File: src/rtl/fifo_serial_tx_pkg.sv
// Shared types and default constants for the FIFO drain / serial transmitter.
package fifo_serial_tx_pkg;

  // Word width shared with sync_fifo; the transmitter defaults to the same value.
  localparam int FIFO_WIDTH       = 8;
  localparam int DEF_WIDTH        = FIFO_WIDTH;
  localparam int DEF_CLKS_PER_BIT = 4;

  typedef enum logic [2:0] {
    S_IDLE,
    S_READ,
    S_LOAD,
    S_START,
    S_DATA,
    S_STOP
  } tx_state_e;

endpackage

File: src/rtl/fifo_serial_tx_bit_timer.sv
// Baud counter: counts 0..CLKS_PER_BIT-1 and pulses tick on the last count.
module bit_timer
  import fifo_serial_tx_pkg::*;
#(
  parameter int CLKS_PER_BIT = DEF_CLKS_PER_BIT
) (
  input  logic clk,
  input  logic rst,
  input  logic clear,
  output logic tick
);

  localparam int CW = (CLKS_PER_BIT > 1) ? $clog2(CLKS_PER_BIT) : 1;
  localparam logic [CW-1:0] TC = CW'(CLKS_PER_BIT - 1);

  logic [CW-1:0] cnt;

  // Terminal-count compare; suppressed while the counter is being cleared.
  assign tick = (cnt == TC) && !clear;

  // Counter register: wraps to zero after the terminal count or on clear.
  always_ff @(posedge clk or negedge rst) begin
    if (!rst) begin
      cnt <= '0;
    end else if (clear || tick) begin
      cnt <= '0;
    end else begin
      cnt <= cnt + CW'(1);
    end
  end

endmodule

File: src/rtl/fifo_serial_tx.sv
// Pops words from sync_fifo and sends each as start + WIDTH data (LSB first) + stop.
//
// state   | meaning
// --------+-----------------------------------------------------------
// S_IDLE  | line high, waiting for en & !empty
// S_READ  | read_en high for one cycle (FIFO pop)
// S_LOAD  | FIFO data becomes valid; captured on the leaving edge
// S_START | start bit (tx=0) for CLKS_PER_BIT cycles
// S_DATA  | WIDTH data bits, LSB first, CLKS_PER_BIT cycles each
// S_STOP  | stop bit (tx=1); leaving edge pulses done
module fifo_serial_tx
  import fifo_serial_tx_pkg::*;
#(
  parameter int WIDTH        = DEF_WIDTH,
  parameter int CLKS_PER_BIT = DEF_CLKS_PER_BIT
) (
  input  logic             clk,
  input  logic             rst,
  input  logic             en,
  input  logic             empty,
  input  logic [WIDTH-1:0] fifo_data,
  output logic             read_en,
  output logic             tx,
  output logic             busy,
  output logic             done
);

  localparam int BW = (WIDTH > 1) ? $clog2(WIDTH) : 1;
  localparam logic [BW-1:0] LAST_BIT = BW'(WIDTH - 1);

  tx_state_e        state, state_nxt;
  logic [WIDTH-1:0] shift, shift_nxt;
  logic [BW-1:0]    bit_cnt, bit_cnt_nxt;
  logic             read_en_nxt, tx_nxt, busy_nxt, done_nxt;
  logic             tick, timer_clear;

  // Baud counter restarts while LOAD so the start bit gets a full period.
  assign timer_clear = (state == S_LOAD);

  bit_timer #(
    .CLKS_PER_BIT(CLKS_PER_BIT)
  ) u_bit_timer (
    .clk  (clk),
    .rst  (rst),
    .clear(timer_clear),
    .tick (tick)
  );

  // State and registered outputs; reset returns the line high immediately.
  always_ff @(posedge clk or negedge rst) begin
    if (!rst) begin
      state   <= S_IDLE;
      shift   <= '0;
      bit_cnt <= '0;
      read_en <= 1'b0;
      tx      <= 1'b1;
      busy    <= 1'b0;
      done    <= 1'b0;
    end else begin
      state   <= state_nxt;
      shift   <= shift_nxt;
      bit_cnt <= bit_cnt_nxt;
      read_en <= read_en_nxt;
      tx      <= tx_nxt;
      busy    <= busy_nxt;
      done    <= done_nxt;
    end
  end

  // Next-state and next-output decode; read_en and done are single-cycle strobes.
  always_comb begin
    state_nxt   = state;
    shift_nxt   = shift;
    bit_cnt_nxt = bit_cnt;
    read_en_nxt = 1'b0;
    tx_nxt      = tx;
    busy_nxt    = busy;
    done_nxt    = 1'b0;
    case (state)
      S_IDLE: begin
        tx_nxt   = 1'b1;
        busy_nxt = 1'b0;
        if (en && !empty) begin
          state_nxt   = S_READ;
          read_en_nxt = 1'b1;
          busy_nxt    = 1'b1;
        end
      end
      S_READ: begin
        state_nxt = S_LOAD;
      end
      S_LOAD: begin
        shift_nxt = fifo_data;
        tx_nxt    = 1'b0;
        state_nxt = S_START;
      end
      S_START: begin
        if (tick) begin
          tx_nxt      = shift[0];
          bit_cnt_nxt = '0;
          state_nxt   = S_DATA;
        end
      end
      S_DATA: begin
        if (tick) begin
          shift_nxt   = shift >> 1;
          bit_cnt_nxt = bit_cnt + BW'(1);
          if (bit_cnt == LAST_BIT) begin
            tx_nxt    = 1'b1;
            state_nxt = S_STOP;
          end else begin
            tx_nxt = shift[1];
          end
        end
      end
      S_STOP: begin
        if (tick) begin
          state_nxt = S_IDLE;
          done_nxt  = 1'b1;
          busy_nxt  = 1'b0;
        end
      end
      default: begin
        state_nxt = S_IDLE;
      end
    endcase
  end

endmodule
File: config.mk
export PLATFORM = sky130hd
export DESIGN_NAME = fifo_serial_tx
export DESIGN_NICKNAME = d
export VERILOG_FILES = /design/src/rtl/fifo_serial_tx_pkg.sv /design/src/rtl/fifo_serial_tx_bit_timer.sv /design/src/rtl/fifo_serial_tx.sv
export SDC_FILE = /design/constraint.sdc
export NUM_CORES = 1
export LEC_CHECK = 0
export CORE_ASPECT_RATIO = 1.75
export CORE_MARGIN = 5
export CORE_UTILIZATION = 40
export DETAILED_ROUTE_END_ITERATION = 12
export SKIP_LAST_GASP = 1
export SYNTH_ARGS = -nofsm -noshare
export SYNTH_HDL_FRONTEND = slang
export SYNTH_HIERARCHICAL = 1
export SYNTH_SLANG_ARGS = --single-unit
File: constraint.sdc
create_clock -name clk -period 1.8 [get_ports clk]
set_clock_uncertainty 0.1 [all_clocks]
set_input_delay 0.54 -clock clk [delete_from_list [all_inputs] [get_ports clk]]
set_output_delay 0.54 -clock clk [all_outputs]
set_load 0.02 [all_outputs]
==> flow_summary.ini <==
[timing]
tightest_slew_ps = 259
finalHoldWorstSlack_ps = 340
min_period_ps = 1750
final_max_slew_viol_count = 0
setup_ws_ps = 51.9
finalCritPeriodShare_pct = 97.1
setup_violations = 0
rsz0062_at_grt = false
max_slew_margin_pct = 82.7
fmax_mhz = 572
finalHoldViolCount = 0
tns_ps = 0

[synth]
synth_compound_area_share_pct = 13.6
syn-num-nets = 119
syn_area_per_cell_um2 = 10.2
synth_fa_ha_area_share_pct = 3.53
synth_cells = 104
synth_cell_types = 32
ys_seq_area_share_pct = 47.1
synthMuxAreaShare_pct = 7.52
yosys_register_bits = 20
synthXorXnorAreaFrac_pct = 0
synth_top_family_by_area = simple AND/OR/NAND/NOR gates
ys_warn_count = 6
yosys.area_share.simple_pct = 20.7
synth_area_um2 = 1060

[pwr]
clkPwrFrac_pct = 18.1
p_switching_mw = 0.553
p_sw_share_pct = 34.1
pwr-share-seq_pct = 41.2
power_frac_comb_pct = 40.7
p_per_area_nw_per_um2 = 1260
p_leak_nw = 0.575
max-vdd-ir-drop_mv = 0.720
p_int_mw = 1.07

[cells_and_area]
drive_gt1_share_pct = 14.5
antenna_cells = 0
area_delta_synth_final_pct = 20.9
fin_nets = 140
multi_input_area_um2 = 483
fin_util_pct = 51.0
regArea_um2 = 502
layoutNonFillerInstCount = 150
fillers = 248

[cts]
path_clk_slew_ps = 70
cts_root_buf = clkbuf_8
ctsHoldBuffers = 0
clkSinkCount = 20
cts_tree = built
htreeDepth = 1
cts_inserted_buffers = 3
clk-insertion-delay-late_ps = 250
cts_buffer_depth = 2

[min_path]
min_path_type = reg -> reg

[setup_path]
worstReg2RegEnd = bit_cnt[2]
cp_num_cells = 1
crit_end = tx
path_class = reg -> out
r2r_slack_ps = 170
cp-end-kind = primary output
required_ps = 1160
slowest_delay_ps = 530
critPathTopFamily = flip-flops
crit_path_start_kind = flip-flop
cp.buffers_inverters = 1
cp_data_arrival_time_ps = 1110
cp_max_fo = 2
cp_cell_sequence = dlygate4sd2_1
r2r-start = u_bit_timer/cnt[0]
cp-startpoint = tx
slowest_stage = dfstp_2
r2r_cells = 7

[place]
post-place-ws_ps = 45.6
portBuffers = 15
dp_cells = 145
dpl.hpwl_um = 1470
gp_congestion = 0.736

[floorplanning]
start_util_pct = 42.2
die_y_um = 78.3
core-area_um2 = 2520
rows = 24
fp.dieArea_um2 = 3830
die_w_um = 49
num_io_pins = 16

[global_route]
grt_pass1_vias = 801
grt_pass1_wl_um = 3460
grt_max_degree = 21
grt.overflow.total = 0
grt_usage_pct = 11.1
antenna_found_initial = 0

[route]
drt_pass1_iterations = 3
wl_um = 1940
drtIter0Drc = 10
wire_per_inst_um = 13.0
drcViolationCount = 0
vias = 787
ant_nets = 0
via_per_inst = 5.25

[outcome]
status = finished clean

[flow_run]
cap_viol_max_count = 0
-- worst min-delay path by stage --
| stage | start | end | depth (start not counted) |
|---|---|---|---|
| floorplan | rst | bit_cnt[0] | 0 |
| global placement | u_bit_timer/cnt[0] | u_bit_timer/cnt[0] | 1 |
| detailed placement | u_bit_timer/cnt[0] | u_bit_timer/cnt[0] | 1 |
| CTS | u_bit_timer/cnt[0] | u_bit_timer/cnt[0] | 1 |
| global route | u_bit_timer/cnt[0] | u_bit_timer/cnt[0] | 1 |
| finish | u_bit_timer/cnt[0] | u_bit_timer/cnt[0] | 1 |
-- layout make-up --
class | instances | area share [%]
clock buffers | 4 | 3.50
inverters | 2 | 0.583
multi-input cells | 75 | 37.5
flip-flops and latches | 20 | 39.0
well taps | 26 | 2.53
repair buffers | 23 | 16.9
-- power groups by stage --
stage / Clock (mW) / Sequential, mW / Combinational, mW
floorplan: 0 / 0.686 / 0.470
global route: 0.334 / 0.685 / 0.737
global placement: 0 / 0.670 / 0.632
detailed placement: 0 / 0.680 / 0.644
finish: 0.293 / 0.668 / 0.659
CTS: 0.304 / 0.670 / 0.632
-- what timing repair did --
item,4_1_cts,5_1_grt
pin swaps,0,1
gates resized for setup,4,0
buffers inserted,0,1
setup endpoints to repair,4,5
-- cells in the mapped netlist --
cell | instances | area, um^2
a21oi_1 | 14 | 70.1
a21oi_4 | 1 | 16.3
a22oi_1 | 1 | 7.51
a2bb2oi_1 | 1 | 8.76
and2_1 | 1 | 6.26
and2_4 | 1 | 8.76
and3_1 | 1 | 6.26
buf_2 | 1 | 5.00
buf_4 | 1 | 7.51
buf_6 | 4 | 45.0
buf_8 | 1 | 15.0
dfrtp_1 | 19 | 475
dfstp_2 | 1 | 26.3
ha_1 | 3 | 37.5
inv_1 | 2 | 7.51
mux2i_1 | 8 | 80.1
nand2_1 | 9 | 33.8
nand2b_1 | 3 | 18.8
nand3_1 | 1 | 5.00
nand3b_4 | 1 | 20.0
nor2_1 | 13 | 48.8
nor2_4 | 1 | 11.3
nor2b_1 | 2 | 12.5
nor3_1 | 2 | 10.0
nor3b_1 | 1 | 7.51
nor3b_2 | 1 | 12.5
nor4_1 | 1 | 6.26
o21a_1 | 1 | 7.51
o21ai_1 | 2 | 10.0
o22ai_1 | 4 | 25.0
or2_2 | 1 | 6.26
or3_1 | 1 | 6.26
-- flip-flops by register name, summed over array words and instances (netlist names) --
signal / flops
u_bit_timer/cnt: 2
shift: 8
done: 1
read_en: 1
tx: 1
state: 3
busy: 1
bit_cnt: 3
-- per-layer routing --
layer	up-vias	part of all wire [%]	global-route usage, %
met5	-	0	0
met4	0	0.62	4.31
met3	2	5.1	2.65
met2	14	54	20.0
met1	375	40	12.2
li1	396	-	-
-- metrics by stage --
stage               instance area, um^2  total power, mW
global route                       1290             1.76
CTS                                1270             1.61
detailed placement                 1230             1.32
finish                             1290             1.62
floorplan                          1060             1.16
global placement                   1230             1.30
-- kinds of logic after synthesis --
group / count (synthesis)
flops: 20
fa+ha+maj: 3
simple gates: 40
mux: 8
buf+inv: 9
compound gates: 24
-- layout by cell type (no fill, tap or decap), types with 2 or more instances in the layout --
cell type / Yosys / routed
a21oi_1: 14 / 14
o21ai_1: 2 / 2
nor2_1: 13 / 13
nand2b_1: 3 / 3
buf_4: 1 / 7
inv_1: 2 / 2
clkbuf_8: 0 / 3
nor3_1: 2 / 2
o22ai_1: 4 / 4
nor2b_1: 2 / 2
dlygate4sd2_1: 0 / 4
dfrtp_1: 19 / 19
mux2i_1: 8 / 8
nand2_1: 9 / 9
ha_1: 3 / 3
clkdlybuf4s50_1: 0 / 11
Note: power is estimated with default switching activity, not from simulation.
